**src/rtl/reg_file_param.sv**
```systemverilog
// rtl/reg_file_param.sv - parametrised register file with bypass, busy scoreboard and re-init sweep
module reg_file_param #(
  parameter int DATA_W   = 4,
  parameter int ADDR_W   = 4,
  parameter int BYPASS   = 1,
  parameter int ZERO_REG = 1
) (
  input  logic              clk,
  input  logic              rst,
  input  logic              reg_write_en,
  input  logic [ADDR_W-1:0] reg_write_dest,
  input  logic [DATA_W-1:0] reg_write_data,
  input  logic [ADDR_W-1:0] reg_read_addr_1,
  output logic [DATA_W-1:0] reg_read_data_1,
  input  logic [ADDR_W-1:0] reg_read_addr_2,
  output logic [DATA_W-1:0] reg_read_data_2,
  input  logic              rsv_en,
  input  logic [ADDR_W-1:0] rsv_addr,
  output logic              reg_busy_1,
  output logic              reg_busy_2,
  input  logic              init_req,
  output logic              init_busy
);

  localparam int DEPTH = 1 << ADDR_W;

  typedef enum logic {IDLE, SWEEP} state_e;

  logic [DATA_W-1:0] mem_q [DEPTH];
  logic [DATA_W-1:0] mem_d [DEPTH];
  logic [DEPTH-1:0]  busy_q, busy_d;
  state_e            state_q, state_d;
  logic [ADDR_W-1:0] idx_q, idx_d;
  logic              init_busy_q, init_busy_d;

  function automatic logic is_zero(input logic [ADDR_W-1:0] a);
    return (ZERO_REG != 0) && (a == '0);
  endfunction

  logic wr_fire, wr_ok, rsv_ok, hit_1, hit_2;

  assign wr_fire = reg_write_en & ~init_busy_q;
  assign wr_ok   = wr_fire & ~is_zero(reg_write_dest);
  assign rsv_ok  = rsv_en & ~init_busy_q & ~is_zero(rsv_addr);

  // Forwarding only applies to writes that will actually land this edge.
  assign hit_1 = (BYPASS != 0) && wr_fire && (reg_write_dest == reg_read_addr_1);
  assign hit_2 = (BYPASS != 0) && wr_fire && (reg_write_dest == reg_read_addr_2);

  assign reg_read_data_1 = is_zero(reg_read_addr_1) ? '0 :
                           hit_1 ? reg_write_data : mem_q[reg_read_addr_1];
  assign reg_read_data_2 = is_zero(reg_read_addr_2) ? '0 :
                           hit_2 ? reg_write_data : mem_q[reg_read_addr_2];
  assign reg_busy_1 = ~is_zero(reg_read_addr_1) & busy_q[reg_read_addr_1] & ~hit_1;
  assign reg_busy_2 = ~is_zero(reg_read_addr_2) & busy_q[reg_read_addr_2] & ~hit_2;
  assign init_busy  = init_busy_q;

  always_comb begin
    mem_d       = mem_q;
    busy_d      = busy_q;
    state_d     = state_q;
    idx_d       = idx_q;
    init_busy_d = init_busy_q;
    case (state_q)
      IDLE: begin
        if (wr_ok) begin
          mem_d[reg_write_dest]  = reg_write_data;
          busy_d[reg_write_dest] = 1'b0;
        end
        // Reserve is applied after the write so a new producer wins on the same address.
        if (rsv_ok) busy_d[rsv_addr] = 1'b1;
        if (init_req) begin
          state_d     = SWEEP;
          idx_d       = '0;
          init_busy_d = 1'b1;
        end
      end
      SWEEP: begin
        mem_d[idx_q]  = DATA_W'(idx_q);
        busy_d[idx_q] = 1'b0;
        idx_d         = idx_q + ADDR_W'(1);
        if (&idx_q) begin
          state_d     = IDLE;
          init_busy_d = 1'b0;
        end
      end
      default: state_d = IDLE;
    endcase
  end

  always_ff @(posedge clk or posedge rst) begin
    if (rst) begin
      for (int i = 0; i < DEPTH; i++) mem_q[i] <= DATA_W'(i);
      busy_q      <= '0;
      state_q     <= IDLE;
      idx_q       <= '0;
      init_busy_q <= 1'b0;
    end else begin
      mem_q       <= mem_d;
      busy_q      <= busy_d;
      state_q     <= state_d;
      idx_q       <= idx_d;
      init_busy_q <= init_busy_d;
    end
  end

endmodule

```
**config.mk**
```make
export PLATFORM = sky130hd
export DESIGN_NAME = reg_file_param
export DESIGN_NICKNAME = d
export VERILOG_FILES = /design/src/rtl/reg_file_param.sv
export SDC_FILE = /design/constraint.sdc
export NUM_CORES = 1
export LEC_CHECK = 0
export ABC_AREA = 1
export CAP_MARGIN = 30
export CORE_MARGIN = 2
export CORE_UTILIZATION = 62
export CTS_BUF_LIST = sky130_fd_sc_hd__clkbuf_2 sky130_fd_sc_hd__clkbuf_4 sky130_fd_sc_hd__clkbuf_8
export CTS_CLUSTER_DIAMETER = 100
export DETAILED_ROUTE_END_ITERATION = 8
export HOLD_SLACK_MARGIN = 0.05
export PLACE_DENSITY = 0.83
export SYNTH_ARGS = -nofsm -noshare
export SYNTH_HDL_FRONTEND = slang
export SYNTH_SLANG_ARGS = --single-unit
export TNS_END_PERCENT = 20
```
**constraint.sdc**
```tcl
create_clock -name clk -period 3.1 [get_ports clk]
set_clock_uncertainty 0.1 [all_clocks]
set_input_delay 0.31 -clock clk [delete_from_list [all_inputs] [get_ports clk]]
set_output_delay 0.31 -clock clk [all_outputs]
set_load 0.02 [all_outputs]
```
# Word level (Yosys, flattened, before mapping)
# Cells that the tools add are included.
totals:
  input_bits: 25
  out_inout_bits: 11
  ff_bits: 86
classes:
  eq_ne: 5
  bitwise: 25
  n_mux: 40
  reduce_logical: 13
  n_addsub: 1
  order_cmp: 14
op_table:
  columns: ["operator", "count"]
  rows:
  - ["64-bit bitwise mux", 2]
  - ["64-bit one-hot mux with 2 select lines", 1]
  - ["64-bit two-way mux", 1]
  - ["16-bit two-way mux", 3]
  - ["4-bit two-way mux", 11]
  - ["16-bit bitwise AND", 2]
  - ["4-bit binary-select mux with 4-bit select", 2]
  - ["4-bit demux with 4-bit select", 2]
  - ["16-bit inverter", 2]
  - ["16-bit one-hot mux with 2 select lines", 1]
  - ["4-bit by 5-bit < comparator with 1-bit output, second input constant", 5]
  - ["5-bit greater-or-equal comparator, second input constant", 4]
  - ["4-bit inverter with 5-bit output", 4]
  - ["4-bit logical NOT", 4]
  - ["16-bit OR", 1]
  - ["1-bit demux with 4-bit select", 3]
  - ["4-bit by 1-bit greater-or-equal comparator with 1-bit output, second input constant", 3]
  - ["5-bit by 1-bit < comparator with 1-bit output, second input constant", 2]
  - ["1-bit two-way mux", 9]
  - ["1-bit bitwise AND", 8]
  - ["1-bit binary-select mux with 4-bit select", 2]
  - ["4-bit == test", 2]
  - ["1-bit inverter", 8]
  - ["4-bit one-hot mux with 2 select lines", 1]
  - ["other kinds (7)", 15]

# Depth between registers and ports, before layout
# Gate-level depths: netlist of the first run.
logic_depth:
  depth_word: 11
  depth_mapped: 10

# Worst setup path after synthesis of the first run
# OpenSTA, ideal clock, no wires.
synth_timing:
  path_type: "in2out"
  start: "in reg_read_addr_2[0]"
  end: "out reg_busy_2"
  path_buffers: 2
  slack_ns: 1.337
  t_required_ns: 2.690
  t_arrival_ns: 1.353
  cell_stages: 10
  path_cell_list: "buf_2 > inv_1 > buf_2 > nand2_1 > nand3_1 > nand2_1 > nand2_1 > nand2_1 > inv_1 > a21oi_1"
synth_via:
  elab_chain_cells: 4
  word_cells_on_any_way: 9
  cone_classes: "eq/ne (1); mux (2); bitwise (4); reduce/logical (2)"
synth_lines:
  columns: ["element", "line", "source"]
  rows:
  - ["start, declared", "15", "input logic [ADDR_W-1:0] reg_read_addr_2,"]
  - ["1-bit binary-select mux with 4-bit select (tied with other cells)", "55", "assign reg_busy_2 = ~is_zero(reg_read_addr_2) & busy_q[reg_read_addr_2] & ~hit_2;"]
  - ["1-bit two-way mux (not written as such) (tied with other cells)", "55", null]
  - ["1-bit bitwise AND / 1-bit inverter (equally long branches)", "55", null]
  - ["1-bit bitwise AND (*)", "55", null]
  - ["end, declared", "20", "output logic reg_busy_2,"]
# Mark *: on every way between the ends. The rest lies on a longest branch, timed or not. The select of a mux whose other input is x is not followed.

# Final worst setup path of the first run
layout_timing:
  start: "in reg_read_addr_2[0]"
  end: "out reg_read_data_2[3]"
layout_via:
  elab_chain_cells: 6
  word_cells_on_any_way: 9
  cone_classes: "eq/ne (1); mux (5); bitwise (1); reduce/logical (2)"
layout_lines:
  columns: ["element", "line", "source"]
  rows:
  - ["4-bit inverter with 5-bit output (not written as such)", "53", "hit_2 ? reg_write_data : mem_q[reg_read_addr_2];"]
  - ["4-bit binary-select mux with 4-bit select", "53", null]
  - ["4-bit two-way mux (not written as such) (2 in series)", "53", null]
  - ["4-bit two-way mux", "53", null]
  - ["4-bit two-way mux (*)", "52", "assign reg_read_data_2 = is_zero(reg_read_addr_2) ? '0 :"]
  - ["end, declared", "16", "output logic [DATA_W-1:0] reg_read_data_2,"]
# Marked as above.

==> results of run 1 <==
## metal layers
| metal | wire length (µm) | GRT usage (%) | vias up |
|---|---|---|---|
| li1 | - | - | 3082 |
| met1 | 7632 | 53.45 | 3063 |
| met2 | 8946 | 60.74 | 525 |
| met3 | 2599 | 9.288 | 121 |
| met4 | 1291 | 27.33 | 0 |
| met5 | 0 | 0 | - |
## kinds of logic (layout without fill, tap and decap cells)
group / Yosys count / in the layout / share of synthesized area [%]
AO/OA/AOI/OAI: 121 / 121 / 12.16
AND/OR/NAND/NOR: 569 / 569 / 40.66
buffers and inverters: 154 / 186 / 10.04
adder cells (fa/ha/maj): 4 / 4 / 0.8227
XOR/XNOR: 2 / 2 / 0.2880
flip-flops: 86 / 86 / 36.03
## worst max path at each step
| stage | start | end | slack [ns] | depth (start not counted) |
|---|---|---|---|---|
| after floorplan | rst | busy_q[0] | 0.52 | 1 |
| after global placement | reg_read_addr_1[0] | reg_read_data_1[2] | 0.22 | 11 |
| after detailed placement | reg_read_addr_1[0] | reg_read_data_1[1] | 0.18 | 11 |
| after CTS | reg_read_addr_1[0] | reg_read_data_1[1] | 0.19 | 11 |
| after global routing | reg_read_addr_2[0] | reg_read_data_2[3] | 0.01 | 11 |
| final | reg_read_addr_2[0] | reg_read_data_2[3] | 0.14 | 11 |
## cells in the mapped netlist (5+ instances only)
master	number
a21oi_1	14
buf_1	5
buf_2	17
clkbuf_1	15
dfrtp_1	54
dfstp_2	32
inv_1	102
inv_2	11
nand2_1	311
nand2_4	5
nand3_1	156
nand3_2	6
nor2_1	72
nor2_2	8
o21ai_0	50
o22ai_1	42
## flip-flops by register name, summed over array words and instances (netlist names)
| register | flops |
|---|---|
| busy_q | 16 |
| idx_q | 4 |
| state_q | 1 |
| mem_q | 64 |
| init_busy | 1 |
## metrics by stage
stage / power (µW) / std cells / worst slack [ns]
floorplan: 2909 / 936 / 0.5211
global placement: 3475 / 1085 / 0.2169
global route: 4591 / 1101 / 0.01479
finish: 4339 / 1101 / 0.1364
CTS: 4275 / 1101 / 0.1871
detailed placement: 3519 / 1085 / 0.1840
## final cells by class
| class | count | area, µm² | area share (%) |
|---|---|---|---|
| Clock buffer | 13 | 160.2 | 2.347 |
| Clock inverter | 3 | 20.02 | 0.2934 |
| Inverter | 114 | 429.2 | 6.289 |
| Multi-Input combinational cell | 696 | 3283 | 48.11 |
| Sequential cell | 86 | 2192 | 32.12 |
| Tap cell | 133 | 166.4 | 2.439 |
| Timing Repair Buffer | 56 | 573.1 | 8.398 |
## what timing repair did
action / CTS / global route
setup endpoints to repair: 0 / 2
hold endpoints to repair: 0 / 0
resized for setup: 0 / 2
## power groups by stage
stage          clock network [µW]  registers, µW  logic, µW
2_1_floorplan                   0           1630       1280
4_1_cts                       757           1680       1840
3_5_place_dp                    0           1700       1820
3_3_place_gp                    0           1690       1790
6_report                      752           1690       1900
5_1_grt                       802           1720       2070
==> flow_summary.toml, run 1 <==
[outcome]
outcome = "complete, but fails checks"
violations = "design-rule violations"

[synthesis]
synth_warnings = 0
synth_area_per_cell_um2 = 6.499
synth-edff-count = 0
synth_top_area_share_pct = 22.21
async_reset_ff_share_pct = 100.0
synth_seq_area_share_pct = 36.03
synth_seq_cells = 86
synth_fp_nets = 965
synth_cell_types = 34
syn_area_mm2 = 0.006083
yosysTopAreaCell = "dfrtp_1"
syn_inst = 936
yosys-top-cells-area = "dfrtp_1 (22%), nand2_1 (19%), dfstp_2 (14%)"
ys.flop_type = "dfrtp_1"

[clock_network]
cts-root-buf = "clkbuf_8"
max-clock-path-buffers = 2
clk_latency_ns = 0.37
h-tree-depth = 3
postCtsSetupRepairBufs = 0
clkTransAtPathRegs_ns = 0.09
cts.sinks = 86
cts_hold_buffers = 0
cts_tree = "yes"
cts_buffers = 9

[worst_setup_path]
r2r-end = "mem_q[12]"
reg2reg_slack_ns = 0.84
crit_family = "buffers and inverters"
reg2reg_depth = 5
critical_path.max_stage_delay_ns = 0.62
reg2reg_from = "state_q"
crit_fanout = 41
crit_top_cell = "nor2_1"
path_class = "input port to primary output"
slowest_stage = "clkdlybuf4s50_1"
path_buf_inv = 4
crit_required_ns = 2.69
cp-end-kind = "primary output"
critPathLaunchType = "input port"
critPathArrivalTime_ns = 2.55
cp_cell_sequence = "clkdlybuf4s50_1, inv_1, buf_12, nand2_1, nand2_1, nor2_1, nand3_1, nand3_1, nor2_1, nor2_1, clkdlybuf4s50_1"

[place]
io_buffer_count = 35
hpwl_um = 14470
place_area_mm2 = 0.006639
gp_congestion = 1.037

[die]
fp-row-count = 36
boundaryPins = 36
die_x_um = 103.1
start_util_pct = 63.11
coreArea_mm2 = 0.009639
dieArea_mm2 = 0.01062
die_h_um = 103.1

[global_route]
grt_pass1_wl_um = 32940
grt_pass1_vias = 6454
antenna_found_initial = 0
grt_max_degree = 56
overflow = 0
track_usage_pct = 40.97

[cells_and_area]
diodes = 0
layout.cells.most_common_list = "nand2_1 (310), nand3_1 (156), inv_1 (101)"
stdcell_area_mm2 = 0.006824
final_core_util_pct = 70.79
final_common_cell = "nand2_1"
fill_cells = 881
area_growth_pct = 12.18
nets = 992
layout-drive-gt1-share_pct = 12.29

[drt]
drt_iter0_markers = 912
detail-route-antenna-nets = 0
drc = 2
vias = 6791
detail_route.vias_per_cell = 6.168
first_pass_iters = 9
routed_wl_um = 20470
wl_per_cell_um = 18.59

[sta]
worst_slew_pin_slew_ns = 0.7524
period_minus_slack_ns = 2.964
max-slew-margin-rel_pct = 49.72
finalSetupViolations = 0
rsz0062_at_grt = "false"
hold_viol_final = 0
fmax_mhz = 337.4
whs_ns = 0.1836
final.period_utilization_pct = 95.60
setup_tns_ns = 0
final_max_slew_viol_count = 0

[power_and_ir_drop]
p_switching_uw = 1938
peakVddDrop_mv = 0.6371
power_frac_seq_pct = 38.9
netSwitchingFraction_pct = 44.67
p_int_uw = 2401
power_density_mw_per_mm2 = 635.8
combPwrFrac_pct = 43.8
clkPwrFrac_pct = 17.3
p_leak_uw = 0.003375

[hold_path]
hold_path.class = "input port to async pin"

[run]
maxCapViolations = 0
Power figures use the tool's default switching activity.
==> run 2: changes to the inputs <==
--- a/config.mk
+++ b/config.mk
@@ -12,6 +12,7 @@
 export CTS_BUF_LIST = sky130_fd_sc_hd__clkbuf_2 sky130_fd_sc_hd__clkbuf_4 sky130_fd_sc_hd__clkbuf_8
 export CTS_CLUSTER_DIAMETER = 100
 export DETAILED_ROUTE_END_ITERATION = 8
+export GPL_ROUTABILITY_DRIVEN = 0
 export HOLD_SLACK_MARGIN = 0.05
 export PLACE_DENSITY = 0.83
 export SYNTH_ARGS = -nofsm -noshare
==> run 2 against run 1 <==
- worst hold slack improved by 0.11 ns
- the run now ends clean
- worst setup slack got worse by 0.016 ns
- clock power rose by 31%
- sequential share of layout area fell by 0.29 points
- critical path type unchanged
- clock-buffer cell count fell by 4
- die area did not move
==> flow_summary.toml, run 2 (synthesis results as in run 1) <==
[drt]
detail_route.vias_per_cell = 6.139
wl_per_cell_um = 18.38
drc = 0
drt_iter0_markers = 809
first_pass_iters = 7
routed_wl_um = 20240
vias = 6759
detail-route-antenna-nets = 0

[clock_network]
clk_latency_ns = 0.39
max-clock-path-buffers = 2
cts_tree = "yes"
clkTransAtPathRegs_ns = 0.10
cts-root-buf = "clkbuf_8"
h-tree-depth = 3
postCtsSetupRepairBufs = 0
cts_buffers = 9
cts.sinks = 86

[cells_and_area]
final_core_util_pct = 71.44
regArea_mm2 = 0.002192
layout-drive-gt1-share_pct = 12.19
layout.cells.most_common_list = "nand2_1 (311), nand3_1 (156), inv_1 (101)"
area_growth_pct = 13.20
final_common_cell = "nand2_1"
regMostFlops = "mem_q"
nets = 992
diodes = 0
top_regs = "mem_q x64, busy_q x16, idx_q x4"
multi_input_area_mm2 = 0.003281
fill_cells = 861
largest_register_ffs = 64

[die]
dieArea_mm2 = 0.01062
die_x_um = 103.1
start_util_pct = 63.11
die_h_um = 103.1
boundaryPins = 36
coreArea_mm2 = 0.009639
fp-row-count = 36

[power_and_ir_drop]
power_density_mw_per_mm2 = 662.0
combPwrFrac_pct = 41.5
p_leak_uw = 0.003393
clkPwrFrac_pct = 21.7
p_switching_uw = 1959
peakVddDrop_mv = 0.6736
p_int_uw = 2600
power_frac_seq_pct = 36.8
netSwitchingFraction_pct = 42.97

[sta]
period_minus_slack_ns = 2.980
max-slew-margin-rel_pct = 40.51
final.period_utilization_pct = 96.11
setup_tns_ns = 0
whs_ns = 0.2890
finalSetupViolations = 0
worst_slew_pin_slew_ns = 0.8914
rsz0062_at_grt = "false"
hold_viol_final = 0
final_max_slew_viol_count = 0
fmax_mhz = 335.6

[worst_setup_path]
critPathArrivalTime_ns = 2.57
critPathLaunchType = "input port"
crit_fanout = 41
cp-end-kind = "primary output"
path_class = "input port to primary output"
crit_required_ns = 2.69

[global_route]
antenna_found_initial = 0
grt_pass1_wl_um = 32160
use_met1_pct = 51.92
grtUsageMet3_pct = 9.559
overflow = 0
track_usage_pct = 40.33
use_met2_pct = 61.74
grt_max_degree = 49
grt_pass1_vias = 6242
busiest_layer = "met2"

[outcome]
outcome = "completed"

[run]
maxCapViolations = 0

[hold_path]
hold_path.class = "input port to async pin"

[place]
hpwl_um = 14210
io_buffer_count = 35
run 2: cell types whose count changed in the layout (fill, tap and decap cells not counted):
cell,delta
bufinv_16,+3
clkbuf_4,-3
clkbuf_8,-1
clkinv_2,-1
clkinvlp_4,+1
inv_6,+1
nand2_1,+1
nand2_2,-1
run 2: area by class of cell:
type / instances / share of cell area, %
well taps: 133 / 2.416
flip-flops and latches: 86 / 31.83
inverters: 114 / 6.232
clock buffers: 9 / 1.799
clock inverters: 7 / 1.762
multi-input cells: 696 / 47.64
repair buffers: 56 / 8.321
run 2: final timing paths:
check | start | endpoint | slack, ns | depth (start not counted)
max | reg_read_addr_2[0] | reg_read_data_2[1] | 0.12 | 11
min | rst | idx_q[0] | 0.29 | 2
max reg2reg | state_q | mem_q[12] | 0.79 | 5
min reg2reg | mem_q[6] | mem_q[6] | 0.41 | 2
max in group asynchronous | rst | mem_q[19] | 1.85 | 3
min in group clk | mem_q[6] | mem_q[6] | 0.41 | 2
run 2: routing by layer:
layer / vias to the layer above / routed length (µm)
li1: 3072 / -
met1: 3047 / 7439
met2: 513 / 8911
met3: 127 / 2655
met4: 0 / 1232
met5: - / 0
run 2: timing repair:
action                                  in CTS  in global routing
resized for setup                            0                  1
hold buffers                                 0                  0
endpoints found under the setup margin       0                  3
hold endpoints to repair                     0                  0
run 2: metrics by stage:
| stage | area, µm² | setup slack, ns | instances | power (µW) |
|---|---|---|---|---|
| floorplan | 6083 | 0.5211 | 936 | 2909 |
| global placement | 6639 | 0.2601 | 1085 | 3471 |
| detailed placement | 6639 | 0.2097 | 1085 | 3507 |
| CTS | 6884 | 0.2051 | 1101 | 4488 |
| global route | 6887 | 0.01175 | 1101 | 4816 |
| finish | 6887 | 0.1204 | 1101 | 4559 |
run 2: critical path: stages:
cell and delay, ns:
clkdlybuf4s50_1 0.52, inv_1 0.10, buf_12 0.18, nand2_1 0.08
nand2_1 0.05, nor2_1 0.08, nand3_1 0.24, nand3_1 0.17
nor2_1 0.06, nor2_1 0.11, clkdlybuf4s50_1 0.63
run 2: power by group through the flow:
stage                     Sequential, µW  Clock [µW]  Combinational, µW
after floorplan                     1630           0               1280
after global placement              1680           0               1790
after detailed placement            1690           0               1810
after CTS                           1670         984               1830
after global routing                1720        1040               2060
final                               1680         988               1890
